### src/rtl/dmem_arbiter_pkg.sv
// dmem_arbiter_pkg
// Shared definitions for the two-port data-memory arbiter.
// Holds the arbiter state encoding and the port count and memory
// geometry constants used by the arbiter and its round-robin picker.
package dmem_arbiter_pkg;

  localparam int NUM_PORTS  = 2;
  localparam int DMEM_IDX_W = 8;
  localparam int DMEM_DEPTH = 256;

  // IDLE  : waiting for a request, grant decided combinationally
  // ISSUE : captured request driven onto the memory bus for one cycle
  // RESP  : completion pulse back to the granted port
  typedef enum logic [1:0] {
    IDLE  = 2'd0,
    ISSUE = 2'd1,
    RESP  = 2'd2
  } arb_state_t;

endpackage

### src/rtl/dmem_arbiter_rr_arb2.sv
// rr_arb2
// Two-way round-robin picker.
// Ports:
//   valid[1:0] : request pending per port
//   ptr        : preferred port when both are pending
//   grant[1:0] : one-hot winner (all zero when nothing is pending)
module rr_arb2
  import dmem_arbiter_pkg::*;
(
  input  logic [NUM_PORTS-1:0] valid,
  input  logic                 ptr,
  output logic [NUM_PORTS-1:0] grant
);

  // A lone requester always wins; the pointer only breaks ties.
  always_comb begin
    grant = valid;
    if (valid == 2'b11) begin
      grant = ptr ? 2'b10 : 2'b01;
    end
  end

endmodule

### src/rtl/dmem_arbiter.sv
// dmem_arbiter
// Arbitrates a core load/store port (0) and a DMA/debug port (1) onto a
// single 256-word data memory with at most one transaction in flight.
// Ports:
//   clk, reset_n                 : clock, asynchronous active-low reset
//   req_valid/req_ready[1:0]     : per-port request handshake
//   req_we[1:0]                  : per-port write enable (0 = read)
//   req_addr0/1, req_wdata0/1    : per-port word address and write data
//   rsp_valid[1:0]               : one-cycle completion pulse per port
//   rsp_err, rsp_rdata           : completion status and read data
//   address, writeData           : memory address and write data
//   memRead, memWrite            : memory strobes
//   ReadData                     : registered memory read data
module dmem_arbiter
  import dmem_arbiter_pkg::*;
(
  input  logic                 clk,
  input  logic                 reset_n,
  input  logic [NUM_PORTS-1:0] req_valid,
  output logic [NUM_PORTS-1:0] req_ready,
  input  logic [NUM_PORTS-1:0] req_we,
  input  logic [63:0]          req_addr0,
  input  logic [63:0]          req_addr1,
  input  logic [63:0]          req_wdata0,
  input  logic [63:0]          req_wdata1,
  output logic [NUM_PORTS-1:0] rsp_valid,
  output logic                 rsp_err,
  output logic [63:0]          rsp_rdata,
  output logic [63:0]          address,
  output logic [63:0]          writeData,
  output logic                 memRead,
  output logic                 memWrite,
  input  logic [63:0]          ReadData
);

  arb_state_t           state;
  arb_state_t           next_state;
  logic                 rr_ptr;
  logic                 cap_we;
  logic                 cap_port;
  logic                 cap_err;
  logic [63:0]          cap_addr;
  logic [63:0]          cap_wdata;

  logic [NUM_PORTS-1:0] grant;
  logic                 sel_port;
  logic                 sel_we;
  logic                 sel_err;
  logic [63:0]          sel_addr;
  logic [63:0]          sel_wdata;
  logic                 accept;

  rr_arb2 u_rr_arb2 (
    .valid (req_valid),
    .ptr   (rr_ptr),
    .grant (grant)
  );

  assign sel_port  = grant[1];
  assign sel_we    = sel_port ? req_we[1]  : req_we[0];
  assign sel_addr  = sel_port ? req_addr1  : req_addr0;
  assign sel_wdata = sel_port ? req_wdata1 : req_wdata0;
  // Anything above the 256-word window is rejected without touching memory.
  assign sel_err   = |sel_addr[63:DMEM_IDX_W];
  assign accept    = (state == IDLE) && (|req_valid);

  always_ff @(posedge clk or negedge reset_n) begin
    if (!reset_n) begin
      state     <= IDLE;
      rr_ptr    <= 1'b0;
      cap_we    <= 1'b0;
      cap_port  <= 1'b0;
      cap_err   <= 1'b0;
      cap_addr  <= 64'd0;
      cap_wdata <= 64'd0;
    end else begin
      state <= next_state;
      if (accept) begin
        cap_we    <= sel_we;
        cap_port  <= sel_port;
        cap_err   <= sel_err;
        cap_addr  <= sel_addr;
        cap_wdata <= sel_wdata;
        // The loser of this round is preferred next time.
        rr_ptr    <= ~sel_port;
      end
    end
  end

  always_comb begin
    next_state = state;
    req_ready  = '0;
    rsp_valid  = '0;
    rsp_err    = 1'b0;
    rsp_rdata  = 64'd0;
    address    = 64'd0;
    writeData  = 64'd0;
    memRead    = 1'b0;
    memWrite   = 1'b0;
    case (state)
      IDLE: begin
        // reset_n gates the combinational grant so every output is
        // quiet while reset is held, even with requests pending.
        if (reset_n && (|req_valid)) begin
          req_ready  = grant;
          next_state = sel_err ? RESP : ISSUE;
        end
      end
      ISSUE: begin
        address    = cap_addr;
        writeData  = cap_wdata;
        memWrite   = cap_we;
        memRead    = ~cap_we;
        next_state = RESP;
      end
      RESP: begin
        rsp_valid  = cap_port ? 2'b10 : 2'b01;
        rsp_err    = cap_err;
        rsp_rdata  = (cap_we || cap_err) ? 64'd0 : ReadData;
        next_state = IDLE;
      end
      default: begin
        next_state = IDLE;
      end
    endcase
  end

endmodule

### config.mk
export PLATFORM = sky130hd
export DESIGN_NAME = dmem_arbiter
export DESIGN_NICKNAME = d
export VERILOG_FILES = /design/src/rtl/dmem_arbiter_pkg.sv /design/src/rtl/dmem_arbiter_rr_arb2.sv /design/src/rtl/dmem_arbiter.sv
export SDC_FILE = /design/constraint.sdc
export NUM_CORES = 1
export LEC_CHECK = 0
export CAP_MARGIN = 20
export CORE_AREA = 2 2 206 208
export CTS_CLUSTER_SIZE = 25
export DETAILED_ROUTE_END_ITERATION = 10
export DIE_AREA = 0 0 208 210
export SLEW_MARGIN = 40
export SYNTH_ARGS = -nofsm -noshare
export SYNTH_HDL_FRONTEND = slang
export SYNTH_SLANG_ARGS = --single-unit
export TNS_END_PERCENT = 30
### constraint.sdc
create_clock -name clk -period 1.9 [get_ports clk]
set_input_delay 0.19 -clock clk [delete_from_list [all_inputs] [get_ports clk]]
set_output_delay 0.19 -clock clk [all_outputs]
set_load 0.02 [all_outputs]
==> run summary <==
status - finished with violations
violated checks - setup timing
I/O Pins - 525
Worst-Margin Slew - 663.7 ps
EDFF count, synth - 0
initial antenna violation count - 1
Iter 0 DRT Violations - 265
# setup viols final - 205
Power Density - 608.5 nW/um^2
RSZ-0062 raised after global routing - yes
Filler cells - 4230
met1 Usage GRT - 18.95%
clk_skew - 7.009 ps
Setup crit end kind - primary output
critical-path cell list - buf_6, nor2b_4, buf_12, buf_12, and2_1, clkdlybuf4s50_1
Synth Flop Type - dfrtp_1
Top Usage Layer GRT - met2
All-Layer GR Usage - 16.83%
kind of start point of the critical path - register
nets - 1781
DRT Wirelength - 38030 microns
Max Fclk - 0.4278 GHz
Worst R2R Path Depth - 6
htree depth - 4
Fin. Hold Viols - 0
met2 global-route usage - 28.87%
Syn Area/Cell - 9.049 sq um
Net Count, Synth - 1169
largest family of logic cells by synthesized area - simple AND/OR/NAND/NOR gates
Reg clk slew, reported paths - 60 ps
minimum hold slack - 334.3 ps
Hold Crit Class - input pin to async pin
Yosys cell types - 23
Async SR Flop Fraction - 100.0%
clock root buffer - clkbuf_16
first-pass GRT wire length - 54840 microns
Worst Path Max Fanout - 31
Worst path most repeated cell - buf_12
Compound-Gate Fraction of Synth Area - 9.037%
adder-cell share of the synthesized area - 0%
CP Class - register to primary output
FP Rows - 75
CTS buffer count - 17
gr ovfl total - 0
drt wl/cell - 18.96 microns
cell with the most instances after synthesis - and2_1
clock sinks - 134
Cells after DPL - 1933
post-synth top area share - 43.96%
yosys warns - 0
Detailed Place HPWL - 28750 microns
data required time at the worst endpoint - 1710 ps
Yosys reg bits - 134
Final Max Tran Viols - 0
crit share post-route - 123.0%
mux cell area share after synthesis - 16.93%
setup_tns - -28650 ps
post-route insts no fill - 2006
synth-to-layout area growth - 101.4%
die height - 210 microns
post-layout minimum cycle time - 2338 ps
CTS tree - done
Synth Area in Simple Gates - 26.50%
DRC Markers - 0
Antenna Cells - 0
arrival time worst endpoint - 2150 ps
Pleak - 0.007289 uW
XOR/XNOR Fraction of Synth Area - 0%
Worst VDD drop - 0.4355 mV
Initial Utilization - 18.39%
via count - 8375
Max clock buf depth - 2
relative slew slack - 55.38%
share of cells above drive strength 1 - 27.81%
CP max stage cell - clkdlybuf4s50_1
DIE AREA - 43680 sq um
Mapped Cells - 843
drt first pass iters - 4
top cells by area, synth - dfrtp_1 44%, mux2i_1 17%, and2_1 16%, o21ai_0 8.5%, nand2_1 6.5%
max_cap viols - 0
Via density - 4.175
post-route ant nets - 0
final worst slack - -437.5 ps
vias in the first global route - 8784
die width - 208 microns
IO buf count - 524
Synth Cell Area - 7629 sq um
largest net degree at the start of global routing - 139
GP Congestion - 0.8610
Worst-Skew Late Latency - 430 ps
met3 Usage GRT - 5.915%
core area - 41480 sq um
post-synth top area cell - dfrtp_1
slowest stage delay, CP - 600 ps
commonest cells in the netlist - 193 x and2_1, 134 x dfrtp_1, 133 x nand2_1
Seq/Total Area, Yosys - 43.96%
[layer usage]
| metal | routed length, microns | part of all wire (%) | vias to the layer above |
|---|---|---|---|
| li1 | - | - | 4069 |
| met1 | 14950 | 39 | 3899 |
| met2 | 18830 | 50 | 354 |
| met3 | 2754 | 7.2 | 51 |
| met4 | 1485 | 3.9 | 2 |
| met5 | 12 | 0.032 | - |
[worst paths after layout]
check	from	to	slack, ps
worst max-delay path	state[0]	writeData[27]	-440
worst min-delay path	reset_n	cap_we	330
worst max register to register	state[1]	cap_wdata[33]	-50
worst min register to register	cap_wdata[21]	cap_wdata[21]	470
max in group asynchronous	reset_n	cap_wdata[31]	880
min in group clk	req_wdata1[29]	cap_wdata[29]	390
[sequential cells by signal (all words and copies together), names as in the netlist]
register and cells:
cap_port 1, cap_err 1, cap_wdata 64, cap_addr 64
cap_we 1, state 2, rr_ptr 1
[power breakdown]
| group | total [uW] | internal (uW) | leakage (uW) | switching, uW |
|---|---|---|---|---|
| Combinational | 2190 | 1260 | 0.00536 | 934 |
| Clock | 3650 | 2300 | 0.000304 | 1350 |
| Sequential | 3510 | 3300 | 0.00162 | 211 |
[logic make-up after synthesis]
group           Yosys count
simple gates            379
flops                   134
buf+inv                  66
mux                     129
compound gates          135
[repair_timing]
action                                 in CTS  in global routing
pin swaps                                   2                 16
endpoints found under the hold margin     134                  0
hold buffers                                1                  0
setup endpoints to repair                 206                283
buffers inserted                           15                 19
resized for setup                         494                271
cloned                                      5                  4
[placed cells by master, fill, tap and decap left out, types with 21 or more instances in the layout]
cell type,n
and2_1,150
and2_4,43
buf_12,26
buf_2,21
buf_4,144
buf_6,71
clkbuf_2,36
clkdlybuf4s50_1,328
dfrtp_1,133
mux2i_1,129
nand2_1,131
nor4_1,21
o21ai_0,130
[layout make-up]
| cell class | count | area (sq um) | share of cell area (%) |
|---|---|---|---|
| multi-input combinational | 643 | 4215 | 27.43 |
| clock inverter | 11 | 173.9 | 1.132 |
| timing repair buffer | 657 | 6474 | 42.13 |
| clock buffer | 20 | 466.7 | 3.037 |
| tap | 539 | 674.4 | 4.389 |
| inverter | 2 | 7.507 | 0.04886 |
| sequential | 134 | 3354 | 21.83 |
[per-stage QoR]
| step | power, uW | area, sq um | setup slack [ps] | util, % |
|---|---|---|---|---|
| 2_1_floorplan | 4335 | 7629 | 56.51 | - |
| 3_3_place_gp | 5607 | 14160 | -824.0 | 34.13 |
| 3_5_place_dp | 5657 | 14160 | -859.3 | 34.15 |
| 4_1_cts | 9468 | 15070 | -503.6 | 36.34 |
| 5_1_grt | 9882 | 15370 | -559.1 | 37.05 |
| 6_report | 9351 | 15370 | -437.5 | 37.05 |
[critical path, delay by kind of cell, from the launching register on]
kind / cells / cell delay (ps)
buf+inv: 4 / 1000
simple gates: 2 / 310
flops: 1 / 370
Note: power is estimated with default switching activity, not from simulation.
==> RTL change 1 (same flow settings) <==
The 3 states of `arb_state_t` get a one-hot encoding in 3 bits.
--- a/src/rtl/dmem_arbiter_pkg.sv
+++ b/src/rtl/dmem_arbiter_pkg.sv
@@ -11,10 +11,10 @@
   // IDLE  : waiting for a request, grant decided combinationally
   // ISSUE : captured request driven onto the memory bus for one cycle
   // RESP  : completion pulse back to the granted port
-  typedef enum logic [1:0] {
-    IDLE  = 2'd0,
-    ISSUE = 2'd1,
-    RESP  = 2'd2
+  typedef enum logic [2:0] {
+    IDLE  = 3'b001,
+    ISSUE = 3'b010,
+    RESP  = 3'b100
   } arb_state_t;
 
 endpackage
Check against the original RTL: same outputs for any inputs over 10 cycles, from zero or initial values and one cycle with reset_n low; not proved beyond that.
==> RTL change 1 against the unedited design <==
- the flow still finishes with violations (setup timing)
- worst setup slack improved by 0.12 ns
- final area is 5.0% higher
- register-to-register slack better by 0.13 ns
- utilization up 1.9 points
- sequential cell count is 1 higher
- power rose by 4.9%
- synthesized area rose by 5.0%
- wire length is 7.9% higher
- largest power group is now sequential cells
==> RTL change 1: results (changes against the unedited design) <==
syn_area_per_cell=9.26 um^2 (+2.3%); setup TNS=-25.27 ns (+3.38 ns); # nets final=1766 (-0.84%); fraction of layout cells with a size suffix above 1=0.328 (+0.0502); top flop regs=cap_addr (64), cap_wdata (64), state (3); Worst path top cell family by delay=buffers and inverters; wire length per cell=20.6 um (+8.6%); Syn Nets=1191 (+1.9%); critical path peak fanout=10 (-68%); Max stage delay cell, worst path=dfrtp_4; placed insts=1913 (-1.0%); final setup margin=-0.317 ns (+0.120 ns); sequential cell area share=0.210 (-0.00858); Data buffer area share=0.428 (+0.00667); GP Congestion=0.893 (+3.8%); Layout Skew=0.0108 ns (+0.00376 ns); first-pass GRT wire length=56800 um (+3.6%); Clock-cell share=0.0368 (-0.00486); sequential share of the synthesized area=0.422 (-0.0177); number of global-route vias before repair=9115 (+3.8%); distinct cell type count after synthesis=30 (+30%); multi-input combinational area share=0.283 (+0.00859); pin count of the biggest net entering global routing=84 (-40%); clock buffers=21 (+5.0%); drt via density=4.37 (+4.7%); status=finished, violations left; Non-clk bufs=634 (-3.5%); Filler cells=4099 (-3.1%); Synth top cells by count=nand2_1 (137), dfrtp_1 (134), and3_1 (131); pre-CTS WS=-0.256 ns (+0.604 ns); Leak=7.49 nW (+2.8%); total wire length=41000 um (+7.9%); CP peak stage delay=0.48 ns (-0.12 ns); failing checks=setup timing; multi-input logic cell count=650 (+1.1%); FF+latch count=135 (+0.75%); VDD IR max=624 uV (+43%); Final Setup Violations=196 (-4.4%); Slew @ Worst Pin=0.674 ns (+0.00981 ns); synth top area cells=dfrtp_1 (42%), mux2i_1 (16%), and3_1 (10%); number of antenna repair diodes=2 (+2); Starting DRT DRC Count=257 (-3.0%); dpl hpwl=29500 um (+2.7%)
-- RTL change 1: logic make-up (layout without fill, tap and decap cells) --
kind of cell,Yosys count,in the layout,share of synthesized area
compound gates,137,137,0.0895
buf+inv,80,668,0.0722
flops,135,135,0.422
mux,129,129,0.161
other cells,0,2,0
simple gates,384,384,0.255
-- RTL change 1: layer usage --
metal | routed length, um | vias to the layer above | GRT usage
met3 | 2260 | 42 | 0.0465
met5 | 27 | - | 0
li1 | - | 4184 | -
met4 | 1390 | 4 | 0.0621
met2 | 22400 | 317 | 0.336
met1 | 14900 | 4166 | 0.176
-- RTL change 1: worst min-delay path, stage by stage --
cell and delay (ns):
dlygate4sd3_1 0.57, buf_6 0.14, buf_12 0.34
-- RTL change 1: final timing paths --
check	start	endpoint	slack, ns	depth (start not counted)
min reg2reg	cap_wdata[21]	cap_wdata[21]	0.48	2
max in group asynchronous	reset_n	cap_addr[4]	0.93	3
max	state[1]	rsp_rdata[42]	-0.32	8
min	reset_n	rr_ptr	0.37	3
max reg2reg	state[1]	cap_wdata[3]	0.08	9
min in group clk	req_wdata1[28]	cap_wdata[28]	0.38	3
-- RTL change 1: per-stage QoR --
step	area (um^2)	power, mW	utilization
after floorplan	8010	5.02	-
after global placement	14200	6.26	0.343
after detailed placement	14200	6.33	0.343
after CTS	15100	9.80	0.365
after global routing	16100	10.4	0.389
final	16100	9.81	0.389
-- RTL change 1: report_power, final --
group / internal, mW / switching, mW
clock: 2.03 / 1.37
sequential: 3.50 / 0.338
combinational: 1.40 / 1.17
total: 6.94 / 2.87
-- RTL change 1: timing repair --
action / in CTS / in global routing
endpoints found under the hold margin: 134 / 0
resized for setup: 578 / 441
pin swaps: 9 / 49
setup buffers: 12 / 19
hold buffers: 1 / 0
endpoints found under the setup margin: 191 / 263
cloned: 6 / 13
==> RTL change 2 (same flow settings) <==
Made on the original files. Change the package constant `DMEM_IDX_W` from 8 to 7.
--- a/src/rtl/dmem_arbiter_pkg.sv
+++ b/src/rtl/dmem_arbiter_pkg.sv
@@ -5,7 +5,7 @@
 package dmem_arbiter_pkg;
 
   localparam int NUM_PORTS  = 2;
-  localparam int DMEM_IDX_W = 8;
+  localparam int DMEM_IDX_W = 7;
   localparam int DMEM_DEPTH = 256;
 
   // IDLE  : waiting for a request, grant decided combinationally
Check against the original RTL: not equivalent (Yosys sat finds a counterexample within 4 cycles, from zero or initial values and one cycle with reset_n low).
==> RTL change 2 against the unedited design <==
- largest cell class unchanged
- sequential cell count is the same
- worst hold slack worse by 0.026 ns
- final cell count rose by 4.7%
- power decreased by 4.8%
- worst setup slack improved by 0.18 ns
- first-iteration DRC count is 92% higher
- wire length increased by 3.1%
- the run still ends with setup timing left
- synthesized area shrank 0.16%
- via count up 8.9%
- combinational power decreased by 8%
- final area down 5.6%
==> RTL change 2: results (changes against the unedited design) <==
synth top area cells=dfrtp_1 (44%), and2_1 (16%), nand2_1 (13%); metal3 WL=2590 um (-6.0%); drt via density=4.34 (+4.0%); # nets final=1873 (+5.2%); Hold WC Path Type=primary input to register; Clock group=3.33 mW (-8.8%); GP Congestion=0.931 (+8.1%); distinct cell type count after synthesis=25 (+8.7%); WP data arrival=1.97 ns (-0.18 ns); Layout Area Growth over Synthesis=90.5%; Filler cells=4361 (+3.1%); total wire length=39200 um (+3.1%); first-pass GRT wire length=57500 um (+4.8%); Final Setup Violations=197 (-3.9%); dpl hpwl=29500 um (+2.5%); status=finished, violations left; failing checks=setup timing; CP peak stage delay=0.39 ns (-0.21 ns); met1 wire length=15900 um (+6.4%); P_int=6.39 mW (-6.8%); Setup Buffers After CTS=4 (-11); sequential share of the synthesized area=0.440 (+0.000722); final setup margin=-0.256 ns (+0.181 ns); wire length per cell=18.7 um (-1.6%); met1 usage=0.205 (+0.0154); Max stage delay cell, worst path=dfrtp_1; met2 routed WL=19300 um (+2.6%)
[RTL change 2: worst paths after layout]
| path | end | slack (ns) | depth (start not counted) |
|---|---|---|---|
| worst max-delay path | rsp_rdata[32] | -0.26 | 7 |
| worst min-delay path | cap_wdata[47] | 0.31 | 3 |
| worst max register to register | cap_wdata[44] | 0.03 | 6 |
| worst min register to register | cap_port | 0.53 | 1 |
| max in group asynchronous | cap_wdata[37] | 0.78 | 4 |
| min in group asynchronous | state[0] | 0.35 | 3 |
[RTL change 2: layout make-up]
| class | count | area share |
|---|---|---|
| flip-flops and latches | 134 | 0.231 |
| clock inverters | 7 | 0.00474 |
| repair buffers | 617 | 0.406 |
| diodes | 1 | 0.000173 |
| clock buffers | 25 | 0.0348 |
| multi-input cells | 775 | 0.276 |
| well taps | 539 | 0.0465 |
| inverters | 2 | 0.000518 |
